[config.mk]
export PLATFORM = sky130hd
export DESIGN_NAME = crc16_rx_deframer
export DESIGN_NICKNAME = d
export VERILOG_FILES = /design/src/rtl/crc16_rx_deframer.sv
export SDC_FILE = /design/constraint.sdc
export NUM_CORES = 1
export LEC_CHECK = 0
export ABC_CLOCK_PERIOD_IN_PS = 1890
export CAP_MARGIN = 0
export CORE_ASPECT_RATIO = 1.4
export CORE_MARGIN = 2
export CORE_UTILIZATION = 55
export CTS_CLUSTER_DIAMETER = 80
export DETAILED_ROUTE_END_ITERATION = 12
export GPL_ROUTABILITY_DRIVEN = 0
export PLACE_DENSITY = 0.79
export RECOVER_POWER = 100
export SETUP_SLACK_MARGIN = 0.5
export SLEW_MARGIN = 20
export SYNTH_ARGS = -nofsm -noshare
export SYNTH_HDL_FRONTEND = slang
export SYNTH_SLANG_ARGS = --single-unit
[constraint.sdc]
create_clock -name clk -period 1.89 [get_ports clk]
set_input_delay 0.378 -clock clk [delete_from_list [all_inputs] [get_ports clk]]
set_output_delay 0.378 -clock clk [all_outputs]
set_load 0.02 [all_outputs]
[src/rtl/crc16_rx_deframer.sv]
// Bit-serial CRC-16 (0x8005, init 0) receive deframer: collects a 48-bit frame,
// checks the LFSR residue and offers payload/CRC/status over valid/ready.
module crc16_rx_deframer (
  input  logic        clk,
  input  logic        rst,
  input  logic        bit_in,
  input  logic        bit_valid,
  input  logic        frame_start,
  output logic [31:0] data_out,
  output logic [15:0] crc_rx,
  output logic        crc_ok,
  output logic        crc_err,
  output logic        out_valid,
  input  logic        out_ready,
  output logic        busy,
  output logic        overrun
);

  typedef enum logic [1:0] {
    S_IDLE  = 2'd0,
    S_SHIFT = 2'd1,
    S_HOLD  = 2'd2
  } state_t;

  localparam logic [15:0] POLY = 16'h8005;
  localparam logic [5:0]  LAST_CNT = 6'd47;

  function automatic logic [15:0] lfsr_step(input logic [15:0] r, input logic b);
    logic c;
    c = b ^ r[15];
    return {r[14:0], 1'b0} ^ (c ? POLY : 16'h0000);
  endfunction

  state_t      r_state, w_state_nxt;
  logic [5:0]  r_cnt, w_cnt_nxt;
  logic [15:0] r_lfsr, w_lfsr_nxt;
  logic [47:0] r_sh, w_sh_nxt;
  logic [31:0] r_data, w_data_nxt;
  logic [15:0] r_crc, w_crc_nxt;
  logic        r_ok, w_ok_nxt;
  logic        r_err, w_err_nxt;
  logic        r_vld, w_vld_nxt;
  logic        r_ovr, w_ovr_nxt;

  logic        w_start;
  logic [15:0] w_lfsr_shift;
  logic [15:0] w_lfsr_first;
  logic [47:0] w_sh_shift;

  assign w_start      = bit_valid & frame_start;
  assign w_lfsr_shift = lfsr_step(r_lfsr, bit_in);
  assign w_lfsr_first = lfsr_step(16'h0000, bit_in);
  assign w_sh_shift   = {r_sh[46:0], bit_in};

  always_comb begin
    w_state_nxt = r_state;
    w_cnt_nxt   = r_cnt;
    w_lfsr_nxt  = r_lfsr;
    w_sh_nxt    = r_sh;
    w_data_nxt  = r_data;
    w_crc_nxt   = r_crc;
    w_ok_nxt    = r_ok;
    w_err_nxt   = r_err;
    w_vld_nxt   = r_vld;
    w_ovr_nxt   = r_ovr;

    unique case (r_state)
      S_IDLE: begin
        if (w_start) begin
          w_state_nxt = S_SHIFT;
          w_cnt_nxt   = 6'd1;
          w_lfsr_nxt  = w_lfsr_first;
          w_sh_nxt    = {47'd0, bit_in};
        end
      end

      S_SHIFT: begin
        if (bit_valid) begin
          if (frame_start) begin
            // A new start bit abandons the partial frame and becomes bit 47.
            w_ovr_nxt   = 1'b1;
            w_cnt_nxt   = 6'd1;
            w_lfsr_nxt  = w_lfsr_first;
            w_sh_nxt    = {47'd0, bit_in};
          end else begin
            w_cnt_nxt  = r_cnt + 6'd1;
            w_lfsr_nxt = w_lfsr_shift;
            w_sh_nxt   = w_sh_shift;
            if (r_cnt == LAST_CNT) begin
              w_state_nxt = S_HOLD;
              w_cnt_nxt   = 6'd0;
              w_data_nxt  = w_sh_shift[47:16];
              w_crc_nxt   = w_sh_shift[15:0];
              w_ok_nxt    = (w_lfsr_shift == 16'h0000);
              w_err_nxt   = (w_lfsr_shift != 16'h0000);
              w_vld_nxt   = 1'b1;
            end
          end
        end
      end

      S_HOLD: begin
        if (out_ready) begin
          w_vld_nxt   = 1'b0;
          w_ok_nxt    = 1'b0;
          w_err_nxt   = 1'b0;
          w_state_nxt = S_IDLE;
          // Start bit coinciding with the handshake opens the next frame at once.
          if (w_start) begin
            w_state_nxt = S_SHIFT;
            w_cnt_nxt   = 6'd1;
            w_lfsr_nxt  = w_lfsr_first;
            w_sh_nxt    = {47'd0, bit_in};
          end
        end else if (bit_valid) begin
          w_ovr_nxt = 1'b1;
        end
      end

      default: begin
        w_state_nxt = S_IDLE;
      end
    endcase
  end

  always_ff @(posedge clk or negedge rst) begin
    if (!rst) begin
      r_state <= S_IDLE;
      r_cnt   <= 6'd0;
      r_lfsr  <= 16'h0000;
      r_sh    <= 48'd0;
      r_data  <= 32'd0;
      r_crc   <= 16'h0000;
      r_ok    <= 1'b0;
      r_err   <= 1'b0;
      r_vld   <= 1'b0;
      r_ovr   <= 1'b0;
    end else begin
      r_state <= w_state_nxt;
      r_cnt   <= w_cnt_nxt;
      r_lfsr  <= w_lfsr_nxt;
      r_sh    <= w_sh_nxt;
      r_data  <= w_data_nxt;
      r_crc   <= w_crc_nxt;
      r_ok    <= w_ok_nxt;
      r_err   <= w_err_nxt;
      r_vld   <= w_vld_nxt;
      r_ovr   <= w_ovr_nxt;
    end
  end

  assign data_out  = r_data;
  assign crc_rx    = r_crc;
  assign crc_ok    = r_ok;
  assign crc_err   = r_err;
  assign out_valid = r_vld;
  assign overrun   = r_ovr;
  assign busy      = (r_state == S_SHIFT);

endmodule

* Word-level counts from Yosys, hierarchy flattened
Cells that the tools add are included.
Word-level totals: output and inout bits 53, bits in latches 0, register bits 124, RAM bits 0, input port bits 6, logic and storage cells 79, memories 0, memory bits (read-only) 0
Operators by class: shift operators 0, equal/unequal tests 11, multiplexer cells 43, add/sub/neg operators 1, reduce and logical (&&, ||, !) cells 10, divide/modulo/power cells 0, order comparisons 0, $mul 0, bitwise logic cells 4
Operator list (count):
- $mux 48 | 4
- $pmux 48 s3 | 1
- $mux 16 | 6
- $pmux 16 s3 | 1
- $mux 6 | 5
- $pmux 6 s3 | 1
- $logic_not 16->1 | 1
- $reduce_bool 16->1 | 1
- $xor 16x16->16 | 1
- $mux 1 | 15
- $reduce_and 5->1 | 3
- $ne 2x2->1 const B | 7
- $mux 2 | 5
- $pmux 1 s2 | 4
- $add 6x1->6 const B | 1
- $eq 6x6->1 const B | 1
- $pmux 2 s3 | 1
- $reduce_and 4->1 | 1
- $reduce_and 3->1 | 1
- $reduce_bool 3->1 | 1
- $eq 2x1->1 const B | 1
- $eq 2x2->1 const B | 1
- $logic_not 2->1 | 1
- $ne 2x1->1 const B | 1
- 4 further kinds | 4

* Logic depth before layout (Yosys ltp)
depth after elaboration 8, gate-level depth with buffers 7, mapped depth without buffers 5

* Least setup slack after synthesis
OpenSTA, ideal clock, no wires.
path type flip-flop to flip-flop, start point register r_state[1], end point register r_crc[0] (netlist: crc_rx[0]), period minus slack after synthesis 1.623 ns, setup time 0.125 ns, data arrival time 1.498 ns, required time 1.765 ns, stages on the path, launching flop included 7, slack 0.267 ns, path buffers 3, path through dfrtp_1 > buf_2 > nor4bb_1 > buf_2 > nand3_4 > buf_6 > mux2_4
Between the ends: longest elaborated chain between the ends 2
RTL lines:
- from (decl) | RTL line 34 | state_t r_state, w_state_nxt;
- from (signal assigned) | RTL line 139 | r_state <= w_state_nxt;
- $eq 2x1->1 | RTL line 67 | unique case (r_state)
- $reduce_and 4->1 (no source line)
- to (signal assigned) | RTL line 144 | r_crc <= w_crc_nxt;
- to (decl) | RTL line 39 | logic [15:0] r_crc, w_crc_nxt;
Every way passes these cells. A chain may end at the register's enable or synchronous reset.

* Final worst setup path
start point register r_state[1], end point register r_sh[23]
Between the ends: longest elaborated chain between the ends 3, elaborated cells on any way between the ends 8, those cells by class 4 x eq/ne; 1 x mux; 3 x reduce/logical
RTL lines:
- $eq 2x2->1, or another cell as far along | RTL line 67
- $ne 2x2->1 (no source line) or $reduce_bool 3->1 (tied branches)
- $reduce_and 3->1 (no source line)
- to (signal assigned) | RTL line 142 | r_sh <= w_sh_nxt;
- to (decl) | RTL line 37 | logic [47:0] r_sh, w_sh_nxt;
Several ways; a longest one is shown, not always the timed one.

==> results.yml <==
run:
  max_cap_viol_count: 0
synth:
  synth-async-reset-ratio: 1.000
  yosysSeqAreaShare: 0.6256
  syn-cell-area_um2: 4920
  ys.warnings.count: 0
  syn_inst: 328
  synth_flop_cell: "dfrtp_1"
  synth_edf_count: 0
  synth-seq-cells: 123
  synth_nets: 335
  avgSynthCellArea_um2: 15.00
  netlist-cell-type-count: 44
clocking:
  tritoncts: "built"
  clk_latency_ns: 0.43
  cts-root-buf: "clkbuf_16"
  numCtsBuffers: 17
  cts.sinks: 123
  clockBufferDepth: 2
  htreeDepth: 4
  clk_pin_slew_worst_paths_ns: 0.06
setup_path:
  required_ns: 2.20
  crit_type: "flip-flop to flip-flop"
  startpoint_type: "flip-flop"
  arrival_ns: 2.14
  endpoint_kind: "flip-flop"
  cp_max_fo: 10
finish:
  nFillCells: 495
  fin_nets: 465
  multi_input_area_um2: 1778
  drive_gt1_frac: 0.3312
  seqCellArea_um2: 3079
  area_growth_pct: 37.79
  fin_cells: 576
  n_antenna_cell: 0
global_route:
  grt_start_max_net_pins: 46
  track_usage: 0.2878
  antenna_found_initial: 0
  grt-ovfl-total: 0
  grt_pass1_vias: 3724
  grt_pass1_wl_um: 20960
sta:
  tightest_slew_ns: 1.117
  clock.fmax_mhz: 545.3
  max_slew_margin: 0.2551
  finalCriticalPeriod_ns: 1.834
  slew_viol_final: 0
  fin_tns_setup_ns: 0
  worst_clock_skew_ns: 0.01792
  rsz0062_at_grt: "yes"
  post-route-period-util: 0.9703
  fin_ws_ns: 0.05616
  finalSetupViolCount: 0
  final-hold-violation-count: 0
power:
  leakage_nw: 3.389
  max-vdd-ir-drop_v: 0.0009411
  power_density_nw_per_um2: 994.0
floorplan:
  rows: 40
  io-pin-count: 59
  fp.dieArea_um2: 9728
  dieWidth_um: 83.93
  die_h_um: 115.9
  core-area_um2: 8658
  start_util: 0.5682
route:
  vias: 3602
  wl_per_cell_um: 25.33
  drc: 0
  drt_iter0_drc: 287
  firstDrtPassIters: 6
  vias_per_cell: 6.253
  wirelength_um: 14590
  postRouteAntennaNets: 0
hold_path:
  hp-class: "flip-flop to flip-flop"
placement:
  port_buffers: 58
  dpl_worst_slack_ns: -0.1966
  place_inst: 497
  post-dp-hpwl_um: 6049
run_status:
  status: "finished clean"
-- path summary, 6_finish.rpt --
kind | from | endpoint | slack [ns] | depth (start not counted)
worst max-delay path | r_state[1] | r_sh[23] | 0.06 | 6
worst min-delay path | crc_rx[11] | crc_rx[11] | 0.49 | 1
worst max register to register | r_state[1] | r_sh[23] | 0.06 | 6
worst min register to register | crc_rx[11] | crc_rx[11] | 0.49 | 1
max in group asynchronous | rst | data_out[24] | 0.35 | 3
min in group asynchronous | rst | r_sh[43] | 0.70 | 2
-- sequential cells by signal, indices dropped and copies added, names as in the netlist --
signal / count
crc_ok: 1
r_state: 2
overrun: 1
r_cnt: 6
data_out: 32
out_valid: 1
r_lfsr: 16
r_sh: 47
crc_rx: 16
crc_err: 1
-- synthesized netlist by cell type, types with 2 or more instances --
master	count	area [um^2]
nor2_1	4	15.01
mux2_4	46	690.7
clkbuf_1	9	33.78
inv_1	2	7.510
xor2_1	3	26.28
buf_2	8	40.04
and2_1	2	12.51
a221oi_1	2	17.52
nand2_1	11	41.29
nor4_1	2	12.51
and3_1	2	12.51
a22o_1	61	534.3
nor3_1	2	10.01
o21ai_1	2	10.01
a21oi_1	5	25.02
mux2_2	2	22.52
o21ai_0	8	40.04
buf_6	5	56.30
nand3_1	3	15.01
nand2b_1	2	12.51
dfrtp_1	123	3078
nand3b_1	2	15.01
-- through the flow --
step	hold WS (ns)	utilization	total power (W)	area, um^2
global placement	0.3951	0.6707	0.003054	5807
CTS	0.4552	0.7945	0.006602	6879
finish	0.4918	0.7829	0.006738	6779
detailed placement	0.4027	0.6707	0.003067	5807
floorplan	0.08241	-	0.002935	5009
global route	0.5080	0.7829	0.006906	6779
-- layer usage --
metal	routed length (um)	global-route usage	vias up
met3	838	0.06695	50
met1	5707	0.3449	1875
met2	7463	0.4880	176
met4	579	0.1516	0
li1	-	-	1501
met5	0	0	-
-- where the power goes --
part | leakage (nW) | internal (W) | switching, W
clock network | 0.291 | 0.00222 | 0.00130
logic | 1.41 | 0.000227 | 0.000246
registers | 1.69 | 0.00268 | 0.0000701
-- what timing repair did --
item | CTS | global route
endpoints found under the hold margin | 38 | 0
pin swaps | 21 | 19
gates cloned | 13 | 4
resized for setup | 268 | 29
hold buffers | 1 | 0
setup buffers | 19 | 10
setup endpoints to repair | 175 | 127
-- area by class of cell --
cell class,instances,share of cell area
clock inverter,13,0.02805
multi-input combinational,180,0.2623
clock buffer,19,0.06386
sequential,123,0.4542
timing repair buffer,134,0.1711
tap,105,0.01938
inverter,2,0.001107
-- placed cells by master (no fill, tap or decap), types with 2 or more instances in the layout --
cell type,n
mux2_1,24
nor2_1,3
nand2_4,2
buf_12,10
nand3b_1,2
xor2_1,3
nand2b_4,2
buf_6,14
a221oi_2,2
clkinvlp_4,4
o21ai_1,4
clkdlybuf4s50_1,2
buf_4,28
a21oi_2,2
clkbuf_2,8
clkbuf_1,59
buf_16,8
bufinv_16,4
and3_1,2
nand3_1,2
nand2_2,2
o21ai_2,5
dlygate4sd2_1,2
a21oi_1,3
clkbuf_16,18
inv_1,2
nor4_1,2
nand2_1,7
a22o_1,61
mux2_4,24
dfrtp_1,122
inv_6,3
-- cells by family (layout without fill, tap and decap cells) --
family | after synthesis | after routing | synth area share
fa+ha+maj | 1 | 1 | 0.002543
buf+inv | 25 | 168 | 0.02874
flops | 123 | 123 | 0.6256
mux | 48 | 48 | 0.1450
simple gates | 38 | 38 | 0.04476
compound gates | 89 | 89 | 0.1462
xor+xnor | 4 | 4 | 0.007122
-- critical path: stages, from the launching register on --
cell     delay, ns
dfrtp_1       0.45
buf_6         0.17
buf_6         0.12
a211o_4       0.37
buf_12        0.14
buf_2         0.20
a22o_1        0.25
No activity file was read; power rests on OpenSTA's default activity.
